[config.mk]
export PLATFORM = sky130hd
export DESIGN_NAME = clkout_period_monitor_flat
export DESIGN_NICKNAME = d
export VERILOG_FILES = /design/src/rtl/clkout_period_monitor_if.sv /design/src/rtl/clkout_period_monitor.sv /design/src/flat_wrapper.sv
export SDC_FILE = /design/constraint.sdc
export NUM_CORES = 1
export LEC_CHECK = 0
export ABC_AREA = 1
export ABC_CLOCK_PERIOD_IN_PS = 2240
export CORE_MARGIN = 3
export CORE_UTILIZATION = 57
export CTS_BUF_LIST = sky130_fd_sc_hd__clkbuf_8 sky130_fd_sc_hd__clkbuf_16
export CTS_CLUSTER_DIAMETER = 120
export DETAILED_ROUTE_END_ITERATION = 8
export GPL_ROUTABILITY_DRIVEN = 0
export GPL_TIMING_DRIVEN = 0
export PLACE_DENSITY = 0.89
export RECOVER_POWER = 25
export SLEW_MARGIN = 0
export SYNTH_ARGS = -nofsm -noshare
export SYNTH_HDL_FRONTEND = slang
export SYNTH_SLANG_ARGS = --single-unit
[constraint.sdc]
create_clock -name clk -period 2.24 [get_ports clk]
set_input_delay 0.448 -clock clk [delete_from_list [all_inputs] [get_ports clk]]
set_output_delay 0.448 -clock clk [all_outputs]
set_load 0.02 [all_outputs]
[src/rtl/clkout_period_monitor_if.sv]
// Bundles the divided-clock input, enable and measurement results of the
// clkout period monitor; master drives div_in/en, slave is the monitor.
interface clkout_period_monitor_if #(
    parameter int CNT_W = 16
);
    logic             div_in;
    logic             en;
    logic [CNT_W-1:0] period;
    logic [CNT_W-1:0] high_time;
    logic             meas_valid;
    logic             locked;
    logic             overflow;

    modport master (
        output div_in,
        output en,
        input  period,
        input  high_time,
        input  meas_valid,
        input  locked,
        input  overflow
    );

    modport slave (
        input  div_in,
        input  en,
        output period,
        output high_time,
        output meas_valid,
        output locked,
        output overflow
    );
endinterface

[src/rtl/clkout_period_monitor.sv]
// Measures period and high time of the divided clock in clk cycles, reports
// lock once the period is stable and flags a stalled divider as overflow.
module clkout_period_monitor #(
    parameter int CNT_W      = 16,
    parameter int LOCK_COUNT = 4
) (
    input  logic                    clk,
    input  logic                    rst,
    clkout_period_monitor_if.slave  bus
);
    typedef enum logic {
        IDLE,
        MEAS
    } state_t;

    localparam logic [CNT_W-1:0] CNT_MAX  = '1;
    localparam logic [CNT_W-1:0] CNT_ONE  = CNT_W'(1);
    localparam logic [7:0]       LOCK_TGT = 8'(LOCK_COUNT);

    state_t           state_q, state_d;
    logic             div_q, div_d;
    logic             div_prev_q, div_prev_d;
    logic [CNT_W-1:0] cnt_q, cnt_d;
    logic [CNT_W-1:0] hcnt_q, hcnt_d;
    logic [CNT_W-1:0] prev_period_q, prev_period_d;
    logic [7:0]       match_cnt_q, match_cnt_d;
    logic             first_q, first_d;
    logic [CNT_W-1:0] period_q, period_d;
    logic [CNT_W-1:0] high_time_q, high_time_d;
    logic             meas_valid_q, meas_valid_d;
    logic             locked_q, locked_d;
    logic             overflow_q, overflow_d;

    logic             rise;
    logic [7:0]       match_inc;

    assign rise      = div_q & ~div_prev_q;
    assign match_inc = (match_cnt_q == LOCK_TGT) ? match_cnt_q : match_cnt_q + 8'd1;

    always_comb begin
        state_d       = state_q;
        div_d         = bus.div_in;
        div_prev_d    = div_q;
        cnt_d         = cnt_q;
        hcnt_d        = hcnt_q;
        prev_period_d = prev_period_q;
        match_cnt_d   = match_cnt_q;
        first_d       = first_q;
        period_d      = period_q;
        high_time_d   = high_time_q;
        meas_valid_d  = 1'b0;
        locked_d      = locked_q;
        overflow_d    = overflow_q;

        if (!bus.en) begin
            // Disabling drops the lock history; period/high_time keep the last result.
            state_d     = IDLE;
            locked_d    = 1'b0;
            overflow_d  = 1'b0;
            match_cnt_d = '0;
        end else begin
            unique case (state_q)
                IDLE: begin
                    if (rise) begin
                        state_d     = MEAS;
                        cnt_d       = CNT_ONE;
                        hcnt_d      = CNT_ONE;
                        match_cnt_d = '0;
                        first_d     = 1'b1;
                    end
                end
                MEAS: begin
                    if (rise) begin
                        period_d      = cnt_q;
                        high_time_d   = hcnt_q;
                        meas_valid_d  = 1'b1;
                        prev_period_d = cnt_q;
                        cnt_d         = CNT_ONE;
                        hcnt_d        = CNT_ONE;
                        // The first result after arming has nothing to compare against.
                        if (first_q) begin
                            first_d = 1'b0;
                        end else if (cnt_q == prev_period_q) begin
                            match_cnt_d = match_inc;
                            if (match_inc == LOCK_TGT) begin
                                locked_d = 1'b1;
                            end
                        end else begin
                            match_cnt_d = '0;
                            locked_d    = 1'b0;
                        end
                    end else if (cnt_q == CNT_MAX) begin
                        overflow_d  = 1'b1;
                        locked_d    = 1'b0;
                        match_cnt_d = '0;
                        state_d     = IDLE;
                    end else begin
                        cnt_d  = cnt_q + CNT_ONE;
                        hcnt_d = hcnt_q + {{(CNT_W-1){1'b0}}, div_q};
                    end
                end
                default: state_d = IDLE;
            endcase
        end
    end

    always_ff @(posedge clk) begin
        if (rst) begin
            state_q       <= IDLE;
            div_q         <= 1'b0;
            div_prev_q    <= 1'b0;
            cnt_q         <= '0;
            hcnt_q        <= '0;
            prev_period_q <= '0;
            match_cnt_q   <= '0;
            first_q       <= 1'b0;
            period_q      <= '0;
            high_time_q   <= '0;
            meas_valid_q  <= 1'b0;
            locked_q      <= 1'b0;
            overflow_q    <= 1'b0;
        end else begin
            state_q       <= state_d;
            div_q         <= div_d;
            div_prev_q    <= div_prev_d;
            cnt_q         <= cnt_d;
            hcnt_q        <= hcnt_d;
            prev_period_q <= prev_period_d;
            match_cnt_q   <= match_cnt_d;
            first_q       <= first_d;
            period_q      <= period_d;
            high_time_q   <= high_time_d;
            meas_valid_q  <= meas_valid_d;
            locked_q      <= locked_d;
            overflow_q    <= overflow_d;
        end
    end

    assign bus.period     = period_q;
    assign bus.high_time  = high_time_q;
    assign bus.meas_valid = meas_valid_q;
    assign bus.locked     = locked_q;
    assign bus.overflow   = overflow_q;
endmodule

[src/flat_wrapper.sv]
// flat-port wrapper written by rule: the top's interface ports become plain ports
module clkout_period_monitor_flat 
#(
    parameter int CNT_W      = 16,
    parameter int LOCK_COUNT = 4
)
  (clk, rst, bus_div_in, bus_en, bus_period, bus_high_time, bus_meas_valid, bus_locked, bus_overflow);
  clkout_period_monitor_if #(.CNT_W(CNT_W)) bus_i ();
  input  logic clk;
  input  logic rst;
  input wire logic [$bits(bus_i.div_in)-1:0] bus_div_in;
  input wire logic [$bits(bus_i.en)-1:0] bus_en;
  output wire logic [$bits(bus_i.period)-1:0] bus_period;
  output wire logic [$bits(bus_i.high_time)-1:0] bus_high_time;
  output wire logic [$bits(bus_i.meas_valid)-1:0] bus_meas_valid;
  output wire logic [$bits(bus_i.locked)-1:0] bus_locked;
  output wire logic [$bits(bus_i.overflow)-1:0] bus_overflow;
  assign bus_i.div_in = bus_div_in;
  assign bus_i.en = bus_en;
  assign bus_period = bus_i.period;
  assign bus_high_time = bus_i.high_time;
  assign bus_meas_valid = bus_i.meas_valid;
  assign bus_locked = bus_i.locked;
  assign bus_overflow = bus_i.overflow;
  clkout_period_monitor #(.CNT_W(CNT_W), .LOCK_COUNT(LOCK_COUNT)) u_core (.clk(clk), .rst(rst), .bus(bus_i));
endmodule
After elaboration in Yosys (flattened, before gate mapping) --
Index checks and enable logic that the tools add are counted.
Word-level totals: register bits after elaboration 79, bits of input ports 4, logic and storage cells 66
Operators by class: add/subtract/negate cells 3, equality and inequality tests 11, mux-type cells 26, bitwise logic cells 5, reductions and logical operators 9
Operators with widths (count):
- 16-bit two-way mux | 5
- 16-bit one-hot mux with 2 select lines | 2
- 8-bit two-way mux | 6
- 16-bit by 1-bit adder with 16-bit output | 1
- 16-bit by 1-bit adder with 16-bit output, second input constant | 1
- 16-bit equality test | 1
- 16-bit equality test, second input constant | 1
- 8-bit by 3-bit equality test with 1-bit output, second input constant | 2
- 8-bit one-hot mux with 2 select lines | 1
- 3-bit AND reduction | 5
- 3-bit != test, second input constant | 4
- 1-bit two-way mux | 10
- 8-bit by 1-bit adder with 8-bit output, second input constant | 1
- 2-bit != test, second input constant | 2
- 1-bit NOT | 4
- 1-bit one-hot mux with 2 select lines | 2
- 4-bit AND reduction | 1
- 3-bit OR reduction | 1
- 2-bit by 1-bit != test with 1-bit output, second input constant | 1
- 2-bit nonzero test | 1
- 2-bit OR reduction | 1
- 1-bit bitwise AND | 1

Logic depth before layout (Yosys ltp) --
Gate-level depths: netlist of run 1.
word-level depth 7, mapped depth 11, gate-level depth less buffers 11

Worst setup path after synthesis of run 1 --
Ideal clock, no wire load.
kind register to register, start point register u_core.div_q, in the netlist u_core.div_prev_d, end point register u_core.hcnt_q[14], arrival 1.519 ns, path slack 0.608 ns, cell stages (with the launch flop) 10, buffers on the path 0, cells stage by stage dfxtp_1 > ha_1 > ha_1 > inv_1 > nor3_1 > nand2_1 > nor2_1 > nand3_1 > nor2_1 > nor2_1
Between the ends: cells in the longest elaborated chain, start to end 4
RTL lines:
- start: declaration | line clkout_period_monitor.sv:21 | logic div_q, div_d;
- start signal: assignment | line clkout_period_monitor.sv:124 | div_q <= div_d;
- 16-bit by 1-bit adder with 16-bit output | line clkout_period_monitor.sv:99 | hcnt_d = hcnt_q + {{(CNT_W-1){1'b0}}, div_q};
- 16-bit two-way mux | line clkout_period_monitor.sv:92 | end else if (cnt_q == CNT_MAX) begin
- 16-bit two-way mux | line clkout_period_monitor.sv:73 | if (rise) begin
- 16-bit one-hot mux with 2 select lines | line clkout_period_monitor.sv:62 | unique case (state_q)
- end signal: assignment | line clkout_period_monitor.sv:127 | hcnt_q <= hcnt_d;
- end: declaration | line clkout_period_monitor.sv:24 | logic [CNT_W-1:0] hcnt_q, hcnt_d;
Parallel ways exist; a longest one is shown, timed or not. The select of a mux whose other input is x is not followed. A chain may end at the register's enable or synchronous reset.

Worst setup path in the final report of run 1 --
start point register u_core.div_q, in the netlist u_core.div_prev_d, end point register u_core.match_cnt_q[6]
Between the ends: cells in the longest elaborated chain, start to end 3
RTL lines:
- 1-bit bitwise AND (*) | line clkout_period_monitor.sv:37 | assign rise = div_q & ~div_prev_q;
- 3-bit != test (no line), or another cell as far along
- 3-bit AND reduction (no line) or 8-bit one-hot mux with 2 select lines (tied branches)
- end signal: assignment | line clkout_period_monitor.sv:129 | match_cnt_q <= match_cnt_d;
- end: declaration | line clkout_period_monitor.sv:26 | logic [7:0] match_cnt_q, match_cnt_d;
Every way passes the cells marked *; elsewhere a longest branch is shown, timed or not.

==> metrics, run 1 <==
all-layer global routing usage 27.94%; fin util 71.74%; Overflow after GRT 0; R2R cell count 9; Storage cell area 0.001582 mm^2; worst-skew pair later-pin latency 0.37 ns; vias in the first global route 3998; Fin. Hold Viols 0; CTS Buf Count 9; FF+latch count, synth 79; Crit path arrival time 2.28 ns; Via density 5.598; CP startpoint kind register; cell area power density 620.5 mW/mm^2; filler instances 512; worst vdd ir 0.5004 mV; unrepaired setup endpoints after global routing false; CTS tree done; synth unique cells 30; Syn Inst Count 602; Final Max Slew Viols 0; Synthesized Nets 611; Setup violations, final 0; Setup crit end kind register; Final nets 659; maxcap violations 0; hold-critical path depth 2; ant diodes 0; Longest Clk Path Bufs 2; Initial Utilization 60.80%; final setup TNS 0 ns; Die X 89.47 um; CTS resizes 0; Clock Tree Root clkbuf_8; share of layout cells above drive strength 1 7.634%; # rows 29; Clock Skew 0.006972 ns; Total Die Area 0.008005 mm^2; Max Clk Rate 0.4986 GHz; Mean Syn Cell Area 6.597 um^2; Reg clk slew, reported paths 0.08 ns; Detailed Place HPWL 7268 um; Slew @ Worst Pin 0.6420 ns; largest net degree at the start of global routing 14; register area share after synthesis 39.82%; min-delay worst type in -> reg; Area Growth Syn to Fin 17.99%; synthesized area 0.003971 mm^2; initial antenna violation count 0; Post-CTS Setup Repair Bufs 0; drt wl/cell 14.24 um; area of the multi-input gates 0.001976 mm^2; worst-path fanout max 10; DRT Pass-1 Iters 5; # IOs 39; hold_buf cts 0; Post-DRT Antenna Nets 0; chip height 89.47 um; critical path class reg -> reg; H-tree depth 3; # DRC 0; Tmin final 2.006 ns; via count 4098; Slew HR 57.20%; Ys Warns 0; initial detailed-routing violation count 373; leak pwr 1.928 nW; run status finished clean; fin crit share 89.54%; Routed WL 10430 um; Worst Path Required 2.51 ns; CTS sink cnt 79; CORE AREA 0.006531 mm^2; global-route wire length before repair 17610 um; IO Port Bufs 37
where the power goes:
group	internal [mW]	leakage, nW	switching, mW
registers	1.41	0.638	0.0112
logic	0.0503	1.17	0.122
clock network	0.766	0.122	0.542
cell usage after synthesis (all sizes together):
library cell,n,area (um^2)
and3,1,6.260
dfxtp,79,1582
ha,5,62.56
clkbuf,4,15.01
clkinv,3,11.26
nor2,90,365.4
o21a,1,7.510
xor2,2,17.52
a21oi,27,135.1
nand3,66,340.3
nor3,6,30.03
nand4,12,81.33
o21bai,2,26.28
o21ai,33,165.2
inv,76,285.3
buf,15,105.1
o22ai,13,81.33
nand2,164,628.1
xnor2,3,26.28
stage by stage:
stage	instance area [um^2]	setup WS, ns	hold slack [ns]	cells	power, mW
2_1_floorplan	3971	0.6082	0.4200	602	1.576
3_3_place_gp	4438	0.1839	0.4331	716	1.620
3_5_place_dp	4438	0.1638	0.4508	716	1.626
4_1_cts	4683	0.2399	0.4100	732	2.897
5_1_grt	4686	0.05703	0.4293	732	2.977
6_report	4686	0.2342	0.4041	732	2.907
kinds of logic after synthesis:
| kind of cell | count (synthesis) | share of synthesized area, % |
|---|---|---|
| AO/OA/AOI/OAI | 76 | 10.46 |
| flip-flops | 79 | 39.82 |
| AND/OR/NAND/NOR | 339 | 36.55 |
| buffers and inverters | 98 | 10.49 |
| XOR/XNOR | 5 | 1.103 |
| adder cells (fa/ha/maj) | 5 | 1.575 |
worst paths after layout:
kind,start,end,slack (ns)
worst max-delay path,u_core.div_prev_d,u_core.match_cnt_q[6],0.23
worst min-delay path,rst,u_core.hcnt_q[8],0.40
worst max register to register,u_core.div_prev_d,u_core.match_cnt_q[6],0.23
worst min register to register,u_core.bus.overflow,u_core.bus.overflow,0.46
area by class of cell:
| class | count | share of cell area, % |
|---|---|---|
| plain buffers | 19 | 2.563 |
| clock buffers | 10 | 2.937 |
| clock inverters | 6 | 2.296 |
| inverters | 79 | 6.328 |
| multi-input cells | 425 | 42.16 |
| flip-flops and latches | 79 | 33.75 |
| well taps | 77 | 2.056 |
| repair buffers | 37 | 7.904 |
cells in the final DEF, fill, tap and decap left out, drive strengths merged:
cell type / synthesis / layout
nand2: 164 / 164
nor2: 90 / 90
dfxtp: 79 / 79
inv: 76 / 76
nand3: 66 / 66
o21ai: 33 / 33
a21oi: 27 / 27
dlygate4sd3: 0 / 22
clkdlybuf4s50: 0 / 15
buf: 15 / 15
clkbuf: 4 / 14
o22ai: 13 / 13
nand4: 12 / 12
nor3: 6 / 6
ha: 5 / 5
clkinv: 3 / 5
xnor2: 3 / 3
bufinv: 0 / 3
xor2: 2 / 2
o21bai: 2 / 2
o21a: 1 / 1
and3: 1 / 1
clkinvlp: 0 / 1
registers in the layout, indices dropped and copies added (netlist names), 8 cells and up:
signal and cells:
u_core.bus.high_time 16, u_core.cnt_q 16, u_core.hcnt_q 16, u_core.prev_period_q 16, u_core.match_cnt_q 8
worst max-delay path, cell delays in order (launching register included):
cell     delay [ns]
dfxtp_1        0.36
nand2_1        0.17
inv_2          0.12
nor2_1         0.43
nand4_2        0.29
nand3_2        0.18
buf_4          0.19
nand2_1        0.08
nand2_1        0.05
nor2_1         0.04
layer usage:
layer  wire [um]  up-vias  part of all wire [%]  global-route usage (%)
li1            -     2019                     -                       -
met1        4281     1882                    41                   34.42
met2        5123      172                    49                   46.95
met3         758       25                   7.3                   4.240
met4         263        0                   2.5                   14.61
met5           0        -                     0                       0
Power figures use the tool's default switching activity.
==> inputs of run 2 (changes only) <==
- GPL_TIMING_DRIVEN: 0 -> default
- TNS_END_PERCENT: default -> 100
==> run 2 against run 1 <==
  * First-iteration DRC count down 20%
  * Combinational power is 5% lower
  * Design area shrank 0.77%
  * Highest routed layer unchanged
  * Maximum frequency increased by 3.7%
  * Routed wire length fell by 8.0%
  * Die area stayed put
==> metrics, run 2 (same netlist as run 1, synthesis figures left out) <==
ant diodes 0 (unchanged); Longest Clk Path Bufs 2 (unchanged); cell area power density 600.9 mW/mm^2 (was 620.5 mW/mm^2); Area Growth Syn to Fin 17.08% (was 17.99%); H-tree depth 3 (unchanged); fin crit share 86.35% (was 89.54%); Total Die Area 0.008005 mm^2 (unchanged); Routed WL 9591 um (was 10430 um); Detailed Place HPWL 6781 um (was 7268 um); Initial Utilization 60.80% (unchanged); CTS Buf Count 9 (unchanged); critical path class reg -> reg (unchanged); Crit path arrival time 2.17 ns (was 2.28 ns); share of layout cells above drive strength 1 6.759% (was 7.634%); Max Clk Rate 0.5170 GHz (was 0.4986 GHz); initial antenna violation count 0 (unchanged); Critical R2R Capture u_core.hcnt_q[0] (was u_core.match_cnt_q[6]); final setup TNS 0 ns (unchanged); CTS sink cnt 79 (unchanged); DP Cell Count 712 (was 716); Endpoint, Worst Hold u_core.bus.overflow (was u_core.hcnt_q[8]); unrepaired setup endpoints after global routing false (unchanged); hold_buf cts 0 (unchanged); setup slack, reg-to-reg 0.31 ns (was 0.23 ns); CP startpoint kind register (unchanged); Reg clk slew, reported paths 0.08 ns (about the same); drt wl/cell 13.17 um (was 14.24 um); Slew HR 70.33% (was 57.20%); Post-DRT Antenna Nets 0 (unchanged); Worst Hold Launch u_core.bus.overflow (was rst); # rows 29 (unchanged); worst-skew pair later-pin latency 0.36 ns (was 0.37 ns); Slew @ Worst Pin 0.4445 ns (was 0.6420 ns); vias in the first global route 3658 (was 3998); initial detailed-routing violation count 297 (was 373); R2R cell count 11 (was 9); largest net degree at the start of global routing 20 (was 14); Overflow after GRT 0 (unchanged); chip height 89.47 um (unchanged); maxcap violations 0 (unchanged); hold-critical path depth 2 (unchanged); FF-to-FF Start u_core.cnt_q[0] (was u_core.div_prev_d); Setup violations, final 0 (unchanged); Post-CTS Setup Repair Bufs 0 (unchanged); run status finished clean (unchanged); CORE AREA 0.006531 mm^2 (unchanged); CTS tree done (unchanged); Tmin final 1.934 ns (was 2.006 ns); most frequent cells in the layout 161 x nand2_1, 84 x nor2_1, 79 x dfxtp_1 (was 161 x nand2_1, 83 x nor2_1, 79 x dfxtp_1); # DRC 0 (unchanged); Worst Path Required 2.47 ns (was 2.51 ns); global-route wire length before repair 16000 um (was 17610 um); commonest non-fill, non-tap cell in the layout nand2_1 (unchanged); worst-path fanout max 19 (was 10); fin cells 728 (was 732); Die X 89.47 um (unchanged); IO Port Bufs 38 (was 37); leak pwr 1.873 nW (was 1.928 nW); Fin. Hold Viols 0 (unchanged); Final Max Slew Viols 0 (unchanged); min-delay worst type reg -> reg (was in -> reg); worst vdd ir 0.4888 mV (was 0.5004 mV); # IOs 39 (unchanged); Setup crit end kind register (unchanged); DRT Pass-1 Iters 6 (was 5); CTS resizes 0 (unchanged); Clock Skew 0.01483 ns (was 0.006972 ns); via count 3950 (was 4098); all-layer global routing usage 25.55% (was 27.94%); Clock Tree Root clkbuf_8 (unchanged); Via density 5.426 (was 5.598); Final nets 655 (was 659)
==> run 2: changes by cell type in the layout (fill, tap and decap cells not counted), sizes merged <==
| cell | previous run | this run |
|---|---|---|
| clkdlybuf4s50 | 15 | 27 |
| dlygate4sd3 | 22 | 11 |
| buf | 15 | 12 |
| clkinv | 5 | 6 |
| clkbuf | 14 | 12 |
| bufinv | 3 | 2 |
==> run 2: where the power goes <==
group          switching, mW  total, mW  internal (mW)
clock                  0.540       1.20          0.663
combinational          0.116      0.164         0.0487
sequential            0.0113       1.43           1.41
==> run 2: layout make-up <==
type,instances,area (um^2)
multi-input cells,425,1966
fillers,534,1882
flip-flops and latches,79,1582
repair buffers,52,478.0
inverters,79,296.5
clock buffers,10,137.6
well taps,77,96.34
clock inverters,6,93.84
==> run 2: worst max-delay path, stage by stage (launching register included) <==
cell	delay, ns
dfxtp_1	0.42
ha_1	0.23
nand2_1	0.12
nor2_4	0.17
nand2_4	0.08
o21bai_4	0.16
nand2_2	0.08
buf_4	0.21
nand2_1	0.09
inv_2	0.05
o21ai_0	0.07
o21ai_0	0.13
==> run 2: how the worst max path moves through the flow <==
stage                                 start                        to  slack [ns]  depth (start not counted)
after floorplan           u_core.div_prev_d         u_core.hcnt_q[14]        0.61                          9
after global placement               bus_en           u_core.cnt_q[5]        0.33                          8
after detailed placement             bus_en         u_core.hcnt_q[14]        0.26                          9
after CTS                   u_core.cnt_q[0]          u_core.hcnt_q[0]        0.34                         11
after global routing      u_core.div_prev_d  u_core.bus.high_time[12]        0.11                          9
final                       u_core.cnt_q[0]          u_core.hcnt_q[0]        0.31                         11
==> run 2: metrics by stage <==
| step | total power, mW | setup slack [ns] | hold slack, ns | util, % | cell area, um^2 |
|---|---|---|---|---|---|
| floorplan | 1.576 | 0.6082 | 0.4200 | - | 3971 |
| global placement | 1.614 | 0.3272 | 0.4329 | 67.87 | 4433 |
| detailed placement | 1.620 | 0.2643 | 0.4463 | 67.87 | 4433 |
| CTS | 2.800 | 0.3362 | 0.4578 | 71.42 | 4664 |
| global route | 2.882 | 0.1085 | 0.4791 | 71.19 | 4649 |
| finish | 2.794 | 0.3058 | 0.4572 | 71.19 | 4649 |
==> run 2: layer usage <==
metal	track usage, %	part of all wire (%)	vias to the layer above
li1	-	-	2002
met1	29.85	41	1779
met2	44.47	50	140
met3	6.452	6.6	29
met4	10.42	2.4	0
met5	0	0	-
==> inputs of run 3 (changes only) <==
- CELL_PAD_IN_SITES_DETAIL_PLACEMENT: default -> 1
- CELL_PAD_IN_SITES_GLOBAL_PLACEMENT: default -> 2
- CORE_UTILIZATION: 57 -> 31
- PLACE_DENSITY: 0.89 -> 0.88
==> run 3 against run 2 <==
  * Utilization decreased by 31 points
  * Routed wire length increased by 26%
  * Flip-flop and latch count unchanged
  * Die area increased by 77%
  * Register-to-register slack got worse by 0.05 ns
  * Via count increased by 1.4%
  * Design area increased by 6.0%
  * Count of clock-buffer cells in the layout increased by 1
  * Clock skew decreased by 0.0083 ns
  * Non-clock buffer count unchanged
==> metrics, run 3 (same netlist as run 1, synthesis figures left out) <==
run status finished clean (unchanged); drt wl/cell 14.71 um (was 13.17 um); worst-path fanout max 11 (was 19); chip height 119.2 um (was 89.47 um); Clock Skew 0.006522 ns (was 0.01483 ns); Power Total 3.469 mW (was 2.794 mW); Routed WL 12050 um (was 9591 um); share of layout cells above drive strength 1 7.066% (was 6.759%); largest net degree at the start of global routing 39 (was 20); leak pwr 1.977 nW (was 1.873 nW); CP Cell Sequence nand2_1 -> inv_2 -> nand2_1 -> nor2_1 -> inv_2 -> nand2_1 -> clkbuf_1 -> o22ai_1 (was ha_1 -> nand2_1 -> nor2_4 -> nand2_4 -> o21bai_4 -> nand2_2 -> buf_4 -> nand2_1 -> inv_2 -> o21ai_0 -> o21ai_0); hold_buf cts 0 (unchanged); initial detailed-routing violation count 160 (was 297); CORE AREA 0.01226 mm^2 (was 0.006531 mm^2); Clock Tree Root clkbuf_16 (was clkbuf_8); final setup TNS 0 ns (unchanged); worst vdd ir 0.3216 mV (was 0.4888 mV); Max Clk Rate 0.5044 GHz (was 0.5170 GHz); # IOs 39 (unchanged); # rows 40 (was 29); Via density 4.889 (was 5.426); Storage cell area 0.001582 mm^2 (unchanged); Post-CTS Setup Repair Bufs 0 (unchanged); CP startpoint kind register (unchanged); filler instances 1577 (was 534); Crit path arrival time 2.18 ns (was 2.17 ns); via count 4004 (was 3950); unrepaired setup endpoints after global routing false (unchanged); Final Max Slew Viols 0 (unchanged); vias in the first global route 4151 (was 3658); CTS resizes 0 (unchanged); critical path's largest stage delay 0.42 ns (about the same); CTS tree done (unchanged); maxcap violations 0 (unchanged); cell area power density 703.8 mW/mm^2 (was 600.9 mW/mm^2); Setup violations, final 0 (unchanged); Worst Path Required 2.43 ns (was 2.47 ns); Detailed Place HPWL 8825 um (was 6781 um); worst-skew pair later-pin latency 0.34 ns (was 0.36 ns); Reg clk slew, reported paths 0.06 ns (was 0.08 ns); fin crit share 88.51% (was 86.35%); final instance area 0.004928 mm^2 (was 0.004649 mm^2); ant diodes 0 (unchanged); Initial Utilization 32.39% (was 60.80%); Hold Slack 0.4443 ns (was 0.4572 ns); Post-DP Area 0.004559 mm^2 (was 0.004433 mm^2); global-route wire length before repair 20240 um (was 16000 um); Setup crit end kind register (unchanged); min-delay worst type reg -> reg (unchanged); area of the multi-input gates 0.001973 mm^2 (was 0.001966 mm^2); Final nets 655 (unchanged); Post-DRT Antenna Nets 0 (unchanged); Area Growth Syn to Fin 24.10% (was 17.08%); Total Die Area 0.01421 mm^2 (was 0.008005 mm^2); Slew @ Worst Pin 0.6356 ns (was 0.4445 ns); CTS Buf Count 9 (unchanged); Slew HR 57.63% (was 70.33%); Tmin final 1.983 ns (was 1.934 ns); DRT Pass-1 Iters 4 (was 6); initial antenna violation count 0 (unchanged); H-tree depth 3 (unchanged); slowest CP cell clkbuf_1 (was dfxtp_1); # DRC 0 (unchanged); CP most frequent cell nand2_1; CTS sink cnt 79 (unchanged); Overflow after GRT 0 (unchanged); Fin. Hold Viols 0 (unchanged); Longest Clk Path Bufs 2 (unchanged); commonest non-fill, non-tap cell in the layout nand2_1 (unchanged); all-layer global routing usage 17.61% (was 25.55%); most frequent cells in the layout 161 x nand2_1, 83 x nor2_1, 79 x dfxtp_1 (was 161 x nand2_1, 84 x nor2_1, 79 x dfxtp_1); critical path class reg -> reg (unchanged); Die X 119.2 um (was 89.47 um); IO Port Bufs 38 (unchanged)
[run 3: final cells by class]
type,instances,area share [%]
timing repair buffer,52,9.876
clock buffer,11,5.128
tap,168,4.265
clock inverter,5,2.589
multi-input combinational,425,40.04
sequential,79,32.09
inverter,79,6.017
[run 3: critical path: cells and delay by family, from the launching register on]
| kind | cells | cell delay, ns |
|---|---|---|
| AO/OA/AOI/OAI | 1 | 0.15 |
| flip-flops | 1 | 0.37 |
| AND/OR/NAND/NOR | 4 | 0.56 |
| buffers and inverters | 3 | 0.75 |
[run 3: worst paths after layout]
path / start / to / slack, ns / cells past startpoint
worst min-delay path: u_core.bus.locked / u_core.bus.locked / 0.44 / 2
worst max-delay path: u_core.div_prev_d / u_core.prev_period_q[10] / 0.26 / 8
worst max register to register: u_core.div_prev_d / u_core.prev_period_q[10] / 0.26 / 8
worst min register to register: u_core.bus.locked / u_core.bus.locked / 0.44 / 2
[run 3: routing by layer]
layer,wire (um),GRT usage [%]
met1,5449,21.80
met2,6072,31.19
met3,370,2.849
met4,160,5.431
met5,0,0
[run 3: report_power, final]
part           internal, mW  switching, mW
clock network          1.26          0.603
registers              1.42         0.0127
logic                0.0510          0.122
total                  2.73          0.738
[run 3: stage by stage]
stage                     instances  worst slack, ns  util, %
after floorplan                 602           0.6082        -
after global placement          803           0.1641    37.18
after detailed placement        803          0.03252    37.18
after CTS                       819           0.2787    40.29
after global routing            819          0.07028    40.19
final                           819           0.2574    40.19
